--- config.mk ---
export PLATFORM = sky130hd
export DESIGN_NAME = rom_port_arbiter
export DESIGN_NICKNAME = d
export VERILOG_FILES = /design/src/rtl/rom_arb_pkg.sv /design/src/rtl/rom_arb_grant.sv /design/src/rtl/rom_port_arbiter.sv
export SDC_FILE = /design/constraint.sdc
export NUM_CORES = 1
export LEC_CHECK = 0
export ABC_AREA = 1
export BUFFER_PORTS_ARGS = -buffer_cell sky130_fd_sc_hd__buf_2
export CORE_ASPECT_RATIO = 0.5
export CORE_MARGIN = 2
export CORE_UTILIZATION = 51
export CTS_CLUSTER_DIAMETER = 100
export DETAILED_ROUTE_END_ITERATION = 16
export HOLD_SLACK_MARGIN = 0.03
export PLACE_DENSITY = 0.81
export SYNTH_ARGS = -nofsm -noshare
export SYNTH_HDL_FRONTEND = slang
export SYNTH_SLANG_ARGS = --single-unit
--- constraint.sdc ---
create_clock -name clock -period 4.8 [get_ports clock]
set_clock_uncertainty 0.2 [all_clocks]
set_input_delay 0.96 -clock clock [delete_from_list [all_inputs] [get_ports clock]]
set_output_delay 0.96 -clock clock [all_outputs]
set_load 0.02 [all_outputs]
--- src/rtl/rom_arb_pkg.sv ---
// rom_arb_pkg: shared definitions for the instruction-ROM port arbiter.
//   owner_e      - which requester an access belongs to (F = fetch, D = debug)
//   s1_entry_t   - bookkeeping for the access currently waiting on the ROM
//   MISALIGN_MASK- byte-offset bits that must be zero for a word access
//   range_mask() - address bits that must be zero for a ROM of 2**aw words
package rom_arb_pkg;

  typedef enum logic {
    OWNER_F = 1'b0,
    OWNER_D = 1'b1
  } owner_e;

  typedef struct packed {
    logic   valid;
    owner_e owner;
    logic   err;
  } s1_entry_t;

  localparam logic [31:0] MISALIGN_MASK = 32'h0000_0003;

  // Bits [31:aw+2] of a byte address lie beyond the last ROM word.
  function automatic logic [31:0] range_mask(input int aw);
    return ~((32'd1 << (aw + 2)) - 32'd1);
  endfunction

endpackage

--- src/rtl/rom_arb_grant.sv ---
// rom_arb_grant: picks at most one of the two read requests per cycle.
//   Build option ROM_ARB_RR_EN: when defined, contention is resolved
//   round-robin using a one-bit pointer; otherwise fetch has fixed priority
//   and no state is kept (the clock port only exists in the round-robin build).
// Ports:
//   clock    in  system clock (ROM_ARB_RR_EN only)
//   reset    in  asynchronous active-low reset; forces both grants low
//   f_req    in  fetch request
//   d_req    in  debug request
//   f_ready  out fetch granted this cycle (combinational)
//   d_ready  out debug granted this cycle (combinational)
// debug_ptr exposes the round-robin pointer for checkers (constant F when
// the fixed-priority build is selected).
module rom_arb_grant
  import rom_arb_pkg::*;
(
`ifdef ROM_ARB_RR_EN
  input  logic   clock,
`endif
  input  logic   reset,
  input  logic   f_req,
  input  logic   d_req,
  output logic   f_ready,
  output logic   d_ready,
  output owner_e debug_ptr
);

  logic f_win;

`ifdef ROM_ARB_RR_EN
  // ptr names the port that wins the next contended cycle.
  owner_e ptr;
  logic   contend;

  always_comb begin
    contend = f_req & d_req;
    f_win   = f_req & (~contend | (ptr == OWNER_F));
  end

  // Only a contended grant moves the pointer, so a lone requester never
  // steals the other port's turn.
  always_ff @(posedge clock or negedge reset) begin
    if (!reset) begin
      ptr <= OWNER_F;
    end else if (contend) begin
      ptr <= f_win ? OWNER_D : OWNER_F;
    end
  end

  assign debug_ptr = ptr;
`else
  always_comb begin
    f_win = f_req;
  end

  assign debug_ptr = OWNER_F;
`endif

  always_comb begin
    f_ready = reset & f_win;
    d_ready = reset & d_req & ~f_win;
  end

endmodule

--- src/rtl/rom_port_arbiter.sv ---
// rom_port_arbiter: shares the single instruction-ROM read port between the
// fetch stage (port F) and the debug/constant-load port (port D).
// Build option: ROM_ARB_RR_EN selects round-robin arbitration (default is
// fixed fetch priority); see rom_arb_grant.
//
// Handshake: a requester raises *_req with a stable *_addr and holds both
// until it sees *_ready high in the same cycle; the access is accepted at
// that posedge. Responses have no backpressure: *_rvalid pulses for exactly
// one cycle two edges after acceptance and the requester must take it then.
//
// Ports:
//   clock, reset          system clock, asynchronous active-low reset
//   f_req/f_addr/f_ready  fetch request, byte address, grant
//   f_flush               drop the fetch access currently waiting on the ROM
//   f_rvalid/f_rdata/f_err fetch response pulse, word, error flag
//   d_*                   same for the debug port (no flush)
//   rom_addr              registered byte address to the ROM
//   rom_data              ROM read word, stable by the posedge after rom_addr
module rom_port_arbiter
  import rom_arb_pkg::*;
#(
  parameter int ADDR_WIDTH = 8
) (
  input  logic        clock,
  input  logic        reset,
  input  logic        f_req,
  input  logic [31:0] f_addr,
  output logic        f_ready,
  input  logic        f_flush,
  output logic        f_rvalid,
  output logic [31:0] f_rdata,
  output logic        f_err,
  input  logic        d_req,
  input  logic [31:0] d_addr,
  output logic        d_ready,
  output logic        d_rvalid,
  output logic [31:0] d_rdata,
  output logic        d_err,
  output logic [31:0] rom_addr,
  input  logic [31:0] rom_data
);

  localparam logic [31:0] RANGE_MASK = range_mask(ADDR_WIDTH);

  s1_entry_t   s1;
  owner_e      grant_ptr;
  logic        accept;
  logic [31:0] acc_addr;
  logic        acc_err;
  logic        f_take;
  logic        d_take;

  rom_arb_grant u_grant (
`ifdef ROM_ARB_RR_EN
    .clock     (clock),
`endif
    .reset     (reset),
    .f_req     (f_req),
    .d_req     (d_req),
    .f_ready   (f_ready),
    .d_ready   (d_ready),
    .debug_ptr (grant_ptr)
  );

  // Acceptance side: select the granted address and classify it.
  always_comb begin
    accept   = f_ready | d_ready;
    acc_addr = d_ready ? d_addr : f_addr;
    acc_err  = (|(acc_addr & MISALIGN_MASK)) | (|(acc_addr & RANGE_MASK));
  end

  // S1: the access whose address is now presented to the ROM. An erroring
  // access keeps its slot (so per-port ordering and latency stay uniform)
  // but leaves rom_addr at the last good address.
  always_ff @(posedge clock or negedge reset) begin
    if (!reset) begin
      s1       <= '0;
      rom_addr <= '0;
    end else begin
      s1.valid <= accept;
      s1.owner <= d_ready ? OWNER_D : OWNER_F;
      s1.err   <= acc_err;
      if (accept && !acc_err) begin
        rom_addr <= acc_addr;
      end
    end
  end

  // A flush only ever cancels the fetch entry; debug entries always retire.
  always_comb begin
    f_take = s1.valid && (s1.owner == OWNER_F) && !f_flush;
    d_take = s1.valid && (s1.owner == OWNER_D);
  end

  // Response stage: data registers only load on their own pulse, so each
  // port's rdata holds its last returned word between pulses.
  always_ff @(posedge clock or negedge reset) begin
    if (!reset) begin
      f_rvalid <= 1'b0;
      f_rdata  <= '0;
      f_err    <= 1'b0;
      d_rvalid <= 1'b0;
      d_rdata  <= '0;
      d_err    <= 1'b0;
    end else begin
      f_rvalid <= f_take;
      d_rvalid <= d_take;
      if (f_take) begin
        f_rdata <= s1.err ? 32'd0 : rom_data;
        f_err   <= s1.err;
      end
      if (d_take) begin
        d_rdata <= s1.err ? 32'd0 : rom_data;
        d_err   <= s1.err;
      end
    end
  end

  // The pointer is observable for checkers through the sub-module port only.
  logic unused_ptr;
  assign unused_ptr = grant_ptr;

endmodule

==> Word level (Yosys, flattened, before mapping) <==
Cells that the tools add are included.
{ "totals": {"register_bits": 103, "inputBits": 101} }
{ "op_classes": {"mux": 3, "n_bitwise": 7, "n_reduce_logical": 8} }
{ "ops": {"columns": ["cell", "count"], "rows": [
  ["$mux W32", 2],
  ["$reduce_or A22 Y1", 1],
  ["$logic_and A1 B1 Y1", 4],
  ["$and A1 B1 Y1", 3],
  ["$logic_not A1 Y1", 2],
  ["$not A1 Y1", 2],
  ["$or A1 B1 Y1", 2],
  ["$reduce_or A2 Y1", 1],
  ["$mux W1", 1]
]} }

==> Logic depth before layout (Yosys ltp) <==
{ "depth": {"depth_word": 7, "depth_mapped": 13} }

==> Cells and area by module <==
From an unflattened synthesis, not the netlist that was laid out.
{ "unflattened": {"hier_cells": 621, "area_unflattened_um2": 4675.7} }
{ "modules_own_cells": {"columns": ["module", "n_inst", "cells_per_inst", "area_each_um2", "seq_area_each_um2"], "rows": [
  ["rom_port_arbiter", 1, 615, 4647.0, 2577.5],
  ["rom_arb_grant", 1, 6, 28.8, 0.0]
]} }

==> Worst setup path before layout <==
Ideal clock, no wire load.
{ "synth_path": {"kind": "in2out", "from": "input reset", "to": "output d_ready", "arrival_time_ps": 1556, "required_time_ps": 3640, "setup_slack_ps": 2084, "stages": 3, "cell_sequence": "nand2_1 nor2_2 clkbuf_1"} }
{ "synth_between": {"elab_chain_cells": 2} }
{ "synth_rtl": {"columns": ["item", "line", "text"], "rows": [
  ["start: declaration", "rom_port_arbiter.sv:25", "input logic reset,"],
  ["$and A1 B1 Y1 (2 in series)", "rom_arb_grant.sv:61", "d_ready = reset & d_req & ~f_win;"],
  ["end: declaration", "rom_port_arbiter.sv:35", "output logic d_ready,"]
]} }
Every way passes these cells.

==> Worst setup path in the final report <==
{ "layout_path": {"from": "input reset", "to": "register rom_addr[0]"} }
{ "layout_between": {"elab_chain_cells": 7} }
{ "layout_rtl": {"columns": ["item", "line", "text"], "rows": [
  ["$and A1 B1 Y1 (2 in series)", "rom_arb_grant.sv:61", null],
  ["$mux W32", "rom_port_arbiter.sv:68", "acc_addr = d_ready ? d_addr : f_addr;"],
  ["$reduce_or A22 Y1 or $reduce_or A2 Y1 (tied branches)", "rom_port_arbiter.sv:69", "acc_err = (|(acc_addr & MISALIGN_MASK)) | (|(acc_addr & RANGE_MASK));"],
  ["$or A1 B1 Y1", "rom_port_arbiter.sv:69", null],
  ["$logic_not A1 Y1", "rom_port_arbiter.sv:83", "if (accept && !acc_err) begin"],
  ["$logic_and A1 B1 Y1", "rom_port_arbiter.sv:83", null],
  ["end signal: assignment", "rom_port_arbiter.sv:84", "rom_addr <= acc_addr;"],
  ["end: declaration", "rom_port_arbiter.sv:39", "output logic [31:0] rom_addr,"]
]} }
Parallel ways exist; a longest one is shown, timed or not.
A chain may end at the register's enable or synchronous reset.

==> qor.yml <==
run_status:
  outcome: "completed"
worst_setup_path:
  critPathCaptureType: "flop"
  critical_path_required_ns: 4.83
  timing_worst_setup_path_type: "in2reg"
  path_max_fanout: 32
  worst_r2r_path_depth: 4
  cp_data_arrival_time_ns: 3.71
  startpoint_type: "primary input"
clock_tree:
  worst_setup_hold_path_clk_slew_ns: 0.07
  cts-htree-levels: 3
  clock_latency_at_the_later_pin_of_the_worst_skew_pair_ns: 0.34
  tritoncts_num_sinks: 103
  total_of_hold_buffers_inserted_after_clock_tree_synthesis: 0
  cts-buffers-inserted: 9
  cts_max_path_buffers: 2
  number_of_gates_resized_after_cts: 0
  postCtsSetupRepairBufs: 0
  cts_root_buffer: "clkbuf_16"
  tritoncts: "done"
cells_and_area:
  layout_commonest_cell: "nand2_1"
  number_of_fill_cells_in_the_layout: 724
  post_route_cells_drive_above_1_share: 0.3070
  antenna-diode-count: 0
  finish.net_count: 907
  final_cell_utilization_of_the_core: 0.6856
  layout_common_cells: "nand2_1, buf_2, dfrtp_1, inv_1, nor2_1"
  area_growth_syn_to_layout_pct: 30.78
synthesis:
  syn_area_um2: 4566
  proportion_of_synthesized_area_in_mux_cells: 0
  synth.distinct_cells: 17
  yosys.area_share.simple: 0.3332
  synth_largest_area_cell: "dfrtp_1"
  share_of_synthesized_cell_area_in_full_adder_half_adder_and_majority_cells: 0
  number_of_register_bits_inferred_by_synthesis: 103
  syn_avg_cell_area_um2: 7.424
  fraction_of_synthesized_cell_area_in_xor_and_xnor_cells: 0
  synthCells: 615
  synth.top_cell.area_share: 0.5645
  synth_sequential_area_ratio: 0.5645
  synth-compound-area-share: 0.005481
  syn_nets: 716
  combinational_family_with_the_most_area_after_synthesis: "simple AND/OR/NAND/NOR gates"
  synth.yosys.warnings: 0
  ys_top_cells_by_area: "dfrtp_1, nand2_1, inv_1"
min_path:
  timing.hold.worst.class: "reg2reg"
  min_delay_path_depth: 2
sta:
  timing.final.crit_period_ns: 3.683
  setup_total_negative_slack_ns: 0
  timing.final.hold_violations: 0
  maxClockFrequency_ghz: 0.2715
  maxSlewViolCount: 0
  post_route_setup_slack_ns: 1.117
  tightestPinTransition_ns: 1.112
  max_slew_margin: 0.2588
  setup_violations: 0
  fin_crit_sh: 0.7673
  unrepaired_setup_endpoints_after_global_routing: "no"
floorplanning:
  dieWidth_um: 137.8
  boundaryPins: 203
  core_um2: 8708
  std_cell_rows: 24
  initial_util: 0.5243
  floorplan.die.height_um: 70.91
  design.die.area_um2: 9771
drt:
  drt_pass1_iterations: 4
  remaining_drc_errors: 0
  avgViaCountPerCell: 4.559
  antenna_left: 0
  dr_total_vias: 4231
  drt_first_iter_violations: 208
  wl_per_cell_um: 12.04
  totalWireLength_um: 11180
power:
  power.leakage_nw: 4.047
  p_per_area_nw_per_um2: 319.2
  power.ir.vdd_worst_v: 0.0002346
global_route:
  overflow: 0
  global_route.usage.met2: 0.3914
  use_met3: 0.05591
  most_used_routing_layer: "met2"
  global_route_wire_length_before_repair_um: 18110
  grt_max_degree: 89
  grtUsageMet1: 0.3152
  grt_util_all_layers: 0.2404
  grt_pass1_vias: 3881
  initial_antenna_violation_count: 0
placed_design:
  hpwlAfterDp_um: 7979
  routability_congestion_estimate_from_global_placement: 0.8864
  port-buffer-count: 202
  dp_worst_setup_slack_ns: 0.7602
run:
  drv_cap: 0
## power by group
group / switching, mW / internal, mW
Sequential: 0.0146 / 0.896
Combinational: 0.134 / 0.0767
Clock: 0.300 / 0.485
Total: 0.448 / 1.46
## routing by layer
layer | routed length, um | share of wire | up-vias
met4 | 293 | 0.026 | 0
met2 | 5289 | 0.47 | 138
met3 | 605 | 0.054 | 23
li1 | - | - | 2161
met5 | 0 | 0 | -
met1 | 4987 | 0.45 | 1909
## cells in the mapped netlist, drive strengths merged
cell type    n
buf          8
clkbuf      17
clkinv       1
dfrtp      103
inv         88
nand2      339
nand3        2
nand4        8
nor2        43
nor3         1
o21ai        5
## worst paths after layout
| check | to | startpoint | slack (ns) |
|---|---|---|---|
| setup reg to reg | f_err | s1[1] | 2.30 |
| max in group asynchronous | f_rdata[29] | reset | 2.79 |
| min in group asynchronous | rom_addr[0] | reset | 0.28 |
| setup / recovery | rom_addr[0] | reset | 1.12 |
| hold / removal | f_rdata[1] | f_rdata[1] | 0.27 |
| hold reg to reg | f_rdata[1] | f_rdata[1] | 0.27 |
## cell type report
type / instances / area [um2] / area share
Clock inverter: 3 / 65.06 / 0.01090
Timing Repair Buffer: 205 / 1036 / 0.1735
Sequential cell: 103 / 2577 / 0.4317
Tap cell: 117 / 146.4 / 0.02452
Clock buffer: 13 / 260.3 / 0.04359
Inverter: 89 / 334.1 / 0.05595
Multi-Input combinational cell: 398 / 1551 / 0.2598
## worst max-delay path: stages
cell     delay [ns]
buf_4          0.23
nand2_1        0.12
nor2_2         0.83
nand2_1        0.12
nand2_1        0.10
nand2_1        0.05
nor2_1         0.11
nand2_1        0.09
nor2_4         0.23
nand3_2        0.53
nand2_1        0.28
inv_2          0.04
## cells by family after synthesis
logic type,count (synthesis)
compound gates,5
flops,103
simple gates,393
buf+inv,114
## registers in the layout, indices dropped and copies added (netlist names)
signal    count
d_rdata      32
f_rdata      32
rom_addr     32
s1            3
d_err         1
d_rvalid      1
f_err         1
f_rvalid      1
## per-stage QoR
stage	hold slack, ns	power (mW)	cells	area, um2
6_report	0.2687	1.906	928	5971
3_5_place_dp	0.2540	1.139	912	5645
2_1_floorplan	0.3666	1.034	615	4566
4_1_cts	0.2699	1.919	928	5971
5_1_grt	0.2851	1.987	928	5971
3_3_place_gp	0.2481	1.136	912	5645
Note: power is estimated with default switching activity, not from simulation.
